### src/rtl/mem_access_fsm.sv
// LDR/STR memory access sequencer: latches a request, runs a bus request/acknowledge
// handshake with programmable wait states and a timeout, and returns load data.
module mem_access_fsm #(
    parameter int unsigned DATA_W      = 32,
    parameter int unsigned ADDR_W      = 32,
    parameter int unsigned WAIT_CYCLES = 2,
    parameter int unsigned TIMEOUT     = 15,
    parameter logic [3:0]  OP_LDR      = 4'b1101,
    parameter logic [3:0]  OP_STR      = 4'b1110
) (
    input  logic              Clk,
    input  logic              Rst,
    input  logic              Start,
    input  logic [3:0]        Opcode,
    input  logic [ADDR_W-1:0] Address,
    input  logic [DATA_W-1:0] Data,
    input  logic [DATA_W-1:0] Din,
    input  logic              BusAck,
    output logic              BusReq,
    output logic [ADDR_W-1:0] AddressBus,
    output logic              AddressBusSel,
    output logic              RW,
    output logic [DATA_W-1:0] Dout,
    output logic [DATA_W-1:0] LDRDataToDestReg,
    output logic              LDRSel,
    output logic              Busy,
    output logic              Done,
    output logic              Error
);

    typedef enum logic [1:0] {
        ST_IDLE = 2'd0,
        ST_REQ  = 2'd1,
        ST_WAIT = 2'd2,
        ST_DONE = 2'd3
    } state_t;

    localparam logic [7:0] TIMEOUT_LOAD = 8'(TIMEOUT);
    localparam logic [7:0] WAIT_LOAD    = 8'((WAIT_CYCLES > 0) ? (WAIT_CYCLES - 1) : 0);

    state_t     state_r;
    logic       is_ldr_r;
    logic [7:0] timeout_cnt_r;
    logic [7:0] wait_cnt_r;

    // Sequencer: next state and every output are registered together.
    // AddressBus and Dout double as the address/store-data latches while the bus is driven.
    always_ff @(posedge Clk) begin
        if (Rst) begin
            state_r          <= ST_IDLE;
            is_ldr_r         <= 1'b0;
            timeout_cnt_r    <= 8'd0;
            wait_cnt_r       <= 8'd0;
            BusReq           <= 1'b0;
            AddressBus       <= '0;
            AddressBusSel    <= 1'b0;
            RW               <= 1'b0;
            Dout             <= '0;
            LDRDataToDestReg <= '0;
            LDRSel           <= 1'b0;
            Busy             <= 1'b0;
            Done             <= 1'b0;
            Error            <= 1'b0;
        end else begin
            case (state_r)
                ST_IDLE: begin
                    Done   <= 1'b0;
                    Error  <= 1'b0;
                    LDRSel <= 1'b0;
                    if (Start && (Opcode == OP_LDR || Opcode == OP_STR)) begin
                        state_r       <= ST_REQ;
                        is_ldr_r      <= (Opcode == OP_LDR);
                        timeout_cnt_r <= TIMEOUT_LOAD;
                        BusReq        <= 1'b1;
                        AddressBusSel <= 1'b1;
                        AddressBus    <= Address;
                        RW            <= (Opcode == OP_LDR);
                        Dout          <= (Opcode == OP_STR) ? Data : '0;
                        Busy          <= 1'b1;
                    end else begin
                        state_r <= ST_IDLE;
                        Busy    <= 1'b0;
                    end
                end
                ST_REQ: begin
                    if (BusAck) begin
                        if (WAIT_CYCLES != 0) begin
                            state_r    <= ST_WAIT;
                            wait_cnt_r <= WAIT_LOAD;
                            BusReq     <= 1'b0;
                        end else begin
                            state_r       <= ST_DONE;
                            BusReq        <= 1'b0;
                            AddressBusSel <= 1'b0;
                            AddressBus    <= '0;
                            RW            <= 1'b0;
                            Dout          <= '0;
                            Done          <= 1'b1;
                            LDRSel        <= is_ldr_r;
                            if (is_ldr_r) begin
                                LDRDataToDestReg <= Din;
                            end else begin
                                LDRDataToDestReg <= LDRDataToDestReg;
                            end
                        end
                    end else if (timeout_cnt_r == 8'd1) begin
                        // Final REQ cycle without an acknowledge: abort with Error.
                        state_r       <= ST_DONE;
                        BusReq        <= 1'b0;
                        AddressBusSel <= 1'b0;
                        AddressBus    <= '0;
                        RW            <= 1'b0;
                        Dout          <= '0;
                        Done          <= 1'b1;
                        Error         <= 1'b1;
                        LDRSel        <= 1'b0;
                    end else begin
                        state_r       <= ST_REQ;
                        timeout_cnt_r <= timeout_cnt_r - 8'd1;
                    end
                end
                ST_WAIT: begin
                    if (wait_cnt_r == 8'd0) begin
                        state_r       <= ST_DONE;
                        AddressBusSel <= 1'b0;
                        AddressBus    <= '0;
                        RW            <= 1'b0;
                        Dout          <= '0;
                        Done          <= 1'b1;
                        LDRSel        <= is_ldr_r;
                        if (is_ldr_r) begin
                            LDRDataToDestReg <= Din;
                        end else begin
                            LDRDataToDestReg <= LDRDataToDestReg;
                        end
                    end else begin
                        state_r    <= ST_WAIT;
                        wait_cnt_r <= wait_cnt_r - 8'd1;
                    end
                end
                ST_DONE: begin
                    state_r <= ST_IDLE;
                    Done    <= 1'b0;
                    Error   <= 1'b0;
                    LDRSel  <= 1'b0;
                    Busy    <= 1'b0;
                end
                default: begin
                    state_r       <= ST_IDLE;
                    BusReq        <= 1'b0;
                    AddressBusSel <= 1'b0;
                    AddressBus    <= '0;
                    RW            <= 1'b0;
                    Dout          <= '0;
                    LDRSel        <= 1'b0;
                    Busy          <= 1'b0;
                    Done          <= 1'b0;
                    Error         <= 1'b0;
                end
            endcase
        end
    end

endmodule
### config.mk
export PLATFORM = sky130hd
export DESIGN_NAME = mem_access_fsm
export DESIGN_NICKNAME = d
export VERILOG_FILES = /design/src/rtl/mem_access_fsm.sv
export SDC_FILE = /design/constraint.sdc
export NUM_CORES = 1
export LEC_CHECK = 0
export ABC_AREA = 1
export CAP_MARGIN = 25
export CORE_MARGIN = 5
export CORE_UTILIZATION = 25
export DETAILED_ROUTE_END_ITERATION = 6
export RECOVER_POWER = 100
export SYNTH_ARGS = -nofsm -noshare
export SYNTH_HDL_FRONTEND = slang
export SYNTH_SLANG_ARGS = --single-unit
### constraint.sdc
create_clock -name Clk -period 1.8 [get_ports Clk]
set_input_delay 0.36 -clock Clk [delete_from_list [all_inputs] [get_ports Clk]]
set_output_delay 0.36 -clock Clk [all_outputs]
set_load 0.05 [all_outputs]
== After elaboration in Yosys (flattened, before gate mapping) ==
Index checks and enable logic that the tools add are counted.

* Add/subtract/negate cells: 2
* Equal/unequal tests: 14
* Muxes and demuxes: 38
* Reductions and logical operators: 18

{| class="wikitable"
|+ Operator list
! cell !! count
|-
| two-way mux 32 bit || 6
|-
| case mux 32 bit (3 select lines) || 2
|-
| two-way mux 8 bit || 5
|-
| case mux 8 bit (2 select lines) || 2
|-
| subtractor 8 x 1 -> 8 bit, second input constant || 2
|-
| AND reduction 3 bit || 5
|-
| inequality test 2 bit, second input constant || 7
|-
| two-way mux 1 bit || 13
|-
| case mux 1 bit (3 select lines) || 4
|-
| == test 4 bit, second input constant || 2
|-
| == test 8 x 1 -> 1 bit, second input constant || 1
|-
| logical NOT 8 bit || 1
|-
| case mux 2 bit (4 select lines) || 1
|-
| nonzero test 2 bit || 4
|-
| case mux 1 bit (2 select lines) || 3
|-
| AND reduction 5 bit || 1
|-
| == test 2 bit, second input constant || 2
|-
| two-way mux 2 bit || 2
|-
| AND reduction 4 bit || 1
|-
| inequality test 3 bit, second input constant || 1
|-
| nonzero test 3 bit || 1
|-
| == test 2 x 1 -> 1 bit, second input constant || 1
|-
| logical NOT 2 bit || 1
|-
| AND reduction 2 bit || 1
|-
| other kinds (3) || 3
|}

* Register bits: 122
* Input bits: 104
* Output and inout port bits: 103

== Logic depth before layout (Yosys ltp) ==
* Depth after elaboration: 5
* Gate-level depth with buffers: 11
* Gate-level depth less buffers: 11

== Least setup slack after synthesis ==
Ideal clock, no wire load.

* Path kind: register -> register
* Start: register state_r[0]
* End: register Dout[18]
* Setup time: 64 ps
* Arrival: 1753 ps
* Data required time: 1736 ps
* Setup slack: -17 ps
* Stages on the path, launching flop included: 10
* Buffers on the path: 2
* Clock period less this slack: 1817 ps
* Cell sequence: dfxtp_1 -> inv_1 -> ha_1 -> buf_2 -> nor2_1 -> clkbuf_1 -> nand2_1 -> nand4_1 -> nand2_1 -> nor2_1

* Cells in the longest elaborated chain, start to end: 3
* Elaborated cells between the ends (all ways): 10

{| class="wikitable"
|+ RTL lines
! element !! line !! text
|-
| from (decl) || 41 || <nowiki>state_t state_r;</nowiki>
|-
| from (signal assigned) || 50 || <nowiki>state_r <= ST_IDLE;</nowiki>
|-
| from (signal assigned) || 71 || <nowiki>state_r <= ST_REQ;</nowiki>
|-
| from (signal assigned) || 81 || <nowiki>state_r <= ST_IDLE;</nowiki>
|-
| == test 2 bit (tied with other cells) || 65 || <nowiki>case (state_r)</nowiki>
|-
| inequality test 2 bit (no line) / nonzero test 3 bit (equally long branches) || - ||
|-
| AND reduction 5 bit (no line) || - ||
|-
| to (signal assigned) || 78 || <nowiki>Dout <= (Opcode == OP_STR) ? Data : '0;</nowiki>
|-
| to (decl) || 23 || <nowiki>output logic [DATA_W-1:0] Dout,</nowiki>
|}

Several ways; a longest one is shown, not always the timed one.
A chain may end at the register's enable or synchronous reset.

== Final worst setup path ==
* Start: input Opcode[2]
* End: register Dout[16]

* Cells in the longest elaborated chain, start to end: 5
* Elaborated cells between the ends (all ways): 9

{| class="wikitable"
|+ RTL lines
! element !! line !! text
|-
| from (decl) || 14 || <nowiki>input logic [3:0] Opcode,</nowiki>
|-
| == test 4 bit, on equally long branches || 70, 78 ||
|-
| logical OR 1 bit || 70 || <nowiki>if (Start && (Opcode == OP_LDR || Opcode == OP_STR)) begin</nowiki>
|-
| logical AND 1 bit || 70 ||
|-
| inequality test 2 bit (no line) || - ||
|-
| AND reduction 5 bit (no line) || - ||
|}

Several ways; a longest one is shown, not always the timed one. The select of a mux whose other input is x is not followed.

==> metrics <==
Routed WL 19,220 um; actual slew at the worst max-slew pin 0.6753 ns; Die Wd 159.8 um; largest net degree at the start of global routing between 40 and 50; FFs w/ async S/R, synth 0%; Arrival @ worst endpoint 2.07 ns; Clock transition at path regs ~0.070 ns; Power Internal 6838 uW; Max Cap Violations 0; # H-tree levels 4; Vias 6,066; most instantiated cells after synthesis 190 x nand2_1, 164 x nor2_1, 122 x dfxtp_1, 89 x inv_1, 57 x nand4_1; post-cts hold buffer count 0; synth unique cells 26; Initial Utilization 25.54%; initial antenna violation count 0; LEAKAGE 0.003690 uW; final core utilization 39.40%; Detailed Routing Iterations Pass 1 5; syn nets 937; final HPWL from detailed placement 13,490 um; DRT iter0 DRCs 284; share of cells above drive strength 1 14.99%; Yosys top cell by area dfxtp_1; status complete, no violations; Sw Share 43.41%; antenna viol nets, final 0; yosys warns 0; Placed Area around 0.0080 mm^2; worst path bufs/invs 5; die area between 0.02 and 0.03 mm^2; port bufs 206; sequential-to-total area share from yosys stat 43.55%; fin crit period approximately 1.7 ns; fin area 0.008651 mm^2; prevailing post-synth register cell dfxtp_1; Comb power frac 44.7%; Skew-Pair Late Insertion Delay 0.42 ns; Worst path slowest cell clkdlybuf4s50_1; die height 159.8 um; RSZ-0062 raised after global routing true; clk sinks 122; #FFs+latches synth 122; most common cell in the netlist nand2_1; number of global-route vias before repair 5,531; fin nets 1,180; largest stage delay on the critical path 0.48 ns; Power Density between 1000 and 1500 mW/mm^2; number of remaining DRC errors 0; root buffer cell clkbuf_16; Final Wtd Congestion 0.8419; CP startpoint kind input pin; VDD IR max 0.6487 mV; GR Overflow Total 0; Sw Pwr roughly 5200 uW; CP dominant cell by count nor2_1; clock skew approximately 0.017 ns; Finish-stage setup viols 0; via/cell ratio approximately 4.5; Synth Cell Area around 0.0056 mm^2; critical path capture point type register; CP Cell Sequence clkdlybuf4s50_1 > nand4_1 > buf_4 > buf_4 > nor2_4 > buf_12 > clkinvlp_4 > nor2_1 > nor2_1 > nor2_1; Cells after Synth 825; gr usage total 14.02%; Tcrit/Tclk final 95.55%; leading post-synthesis cells by cell area dfxtp_1 44%, nand2_1 13%, nor2_1 11%, nand4_1 6.4%, inv_1 6.0%; CP Max Fanout 12; I/O pin count 207; critical path's top delay family buffers and inverters; Post-synth EDFFs 0; first-pass GRT wire length between 20,000 and 30,000 um; post-synth top area share 43.55%; max frequency ~580 MHz; Hold Path Class register to register; Sequential Power Share about 29%; clk buf depth 2; Hold Fails Final Rpt 0; core area 0.02196 mm^2; # rows 54; WP data required 2.15 ns; WS Path Type input pin to register; Post-Syn Area per Cell around 7 um^2; CTS tree yes; Slew Viols, Final 0; total CTS buffers 17; # diodes 0; area added between synthesis and finish 54.26%; fill count 2,309; wire per inst 14.12 um; Clk network pwr share about a quarter; Worst slew margin 55.17%
layout make-up:
| cell class | count | area, um^2 | area share (%) |
|---|---|---|---|
| multi-input cells | 558 | 2650 | 30.63 |
| flip-flops and latches | 122 | 2445 | 28.26 |
| repair buffers | 278 | 2307 | 26.67 |
| clock buffers | 17 | 425.4 | 4.918 |
| well taps | 280 | 350.3 | 4.050 |
| inverters | 91 | 345.3 | 3.992 |
| clock inverters | 15 | 127.6 | 1.475 |
through the flow:
step	setup TNS [ns]	power, uW	hold WS, ns	std cells	setup WS, ns
2_1_floorplan	0	6979	0.4540	825	0.07850
5_1_grt	-0.1783	12840	0.4546	1361	-0.01970
3_5_place_dp	-25.30	8773	0.4344	1309	-0.3921
3_3_place_gp	-24.54	8723	0.4312	1309	-0.3565
4_1_cts	0	12060	0.4442	1341	0.03018
6_report	0	12080	0.4412	1361	0.08010
layer usage:
layer	global-route usage (%)	share of wire [%]	up-vias
li1	-	-	3098
met1	18.35	45	2752
met2	22.74	47	199
met3	4.253	6.4	17
met4	3.442	1.2	0
met5	0	0	-
sequential cells by signal, summed over array words and instances, names as in the netlist, named ones only:
register	flops
LDRDataToDestReg	32
AddressBusSel	1
BusReq	1
wait_cnt_r	8
timeout_cnt_r	8
Error	1
Busy	1
AddressBus	32
Done	1
RW	1
state_r	1
LDRSel	1
Dout	32
is_ldr_r	1
path summary, 6_finish.rpt:
check / slack, ns / endpoint / cells past startpoint / start
hold / removal: 0.44 / LDRDataToDestReg[7]$_SDFFE_PP0P_ / 2 / LDRDataToDestReg[7]$_SDFFE_PP0P_
setup / recovery: 0.08 / Dout[16]$_SDFFE_PP0P_ / 10 / Opcode[2]
setup reg to reg: 0.08 / AddressBus[16]$_SDFFE_PP0P_ / 12 / timeout_cnt_r[1]$_SDFFE_PP0P_
hold reg to reg: 0.44 / LDRDataToDestReg[7]$_SDFFE_PP0P_ / 2 / LDRDataToDestReg[7]$_SDFFE_PP0P_
power by group through the flow:
stage	combinational (uW)	clock [uW]	sequential, uW
after global placement	5190	0	3530
final	5400	3200	3480
after floorplan	1950	0	5030
after detailed placement	5230	0	3540
after CTS	5270	3310	3490
after global routing	5840	3460	3540
worst register-to-register path, cell delays in order, from the launching register on:
cell,delay [ns]
dfxtp_2,0.32
inv_2,0.07
ha_4,0.12
inv_2,0.03
nor3_4,0.21
nand3_2,0.13
nand2_4,0.14
nand2_4,0.09
nor2_8,0.13
buf_12,0.15
clkbuf_16,0.15
nor2_1,0.04
nor2_1,0.09
layout by cell type, fill, tap and decap left out, drive strengths merged:
master and count:
clkinv 4, a211oi 1, nand4 57, nand2 192, nand3 27, xor2 3, clkbuf 123, o21bai 1
a21oi 51, dfxtp 122, inv 99, clkdlybuf4s50 102, ha 8, nor2 169, a31oi 1, nor3 4
clkinvlp 3, or2 4, buf 69, o21ai 40, dlymetal6s2s 1
kinds of logic (layout without fill, tap and decap cells):
family	count (synthesis)	in the layout	synth area share (%)
compound gates	94	94	8.501
xor+xnor	3	3	0.4686
fa+ha+maj	8	8	1.785
buf+inv	145	401	11.22
flops	122	122	43.55
simple gates	453	453	34.47
what timing repair did:
item                                    CTS  global route
endpoints found under the setup margin   43            75
gates cloned                              0             9
gates resized for setup                   5            29
endpoints found under the hold margin     0             0
setup buffers                             0            11
pin swaps                                 0            22
(Power assumes the default switching activity.)
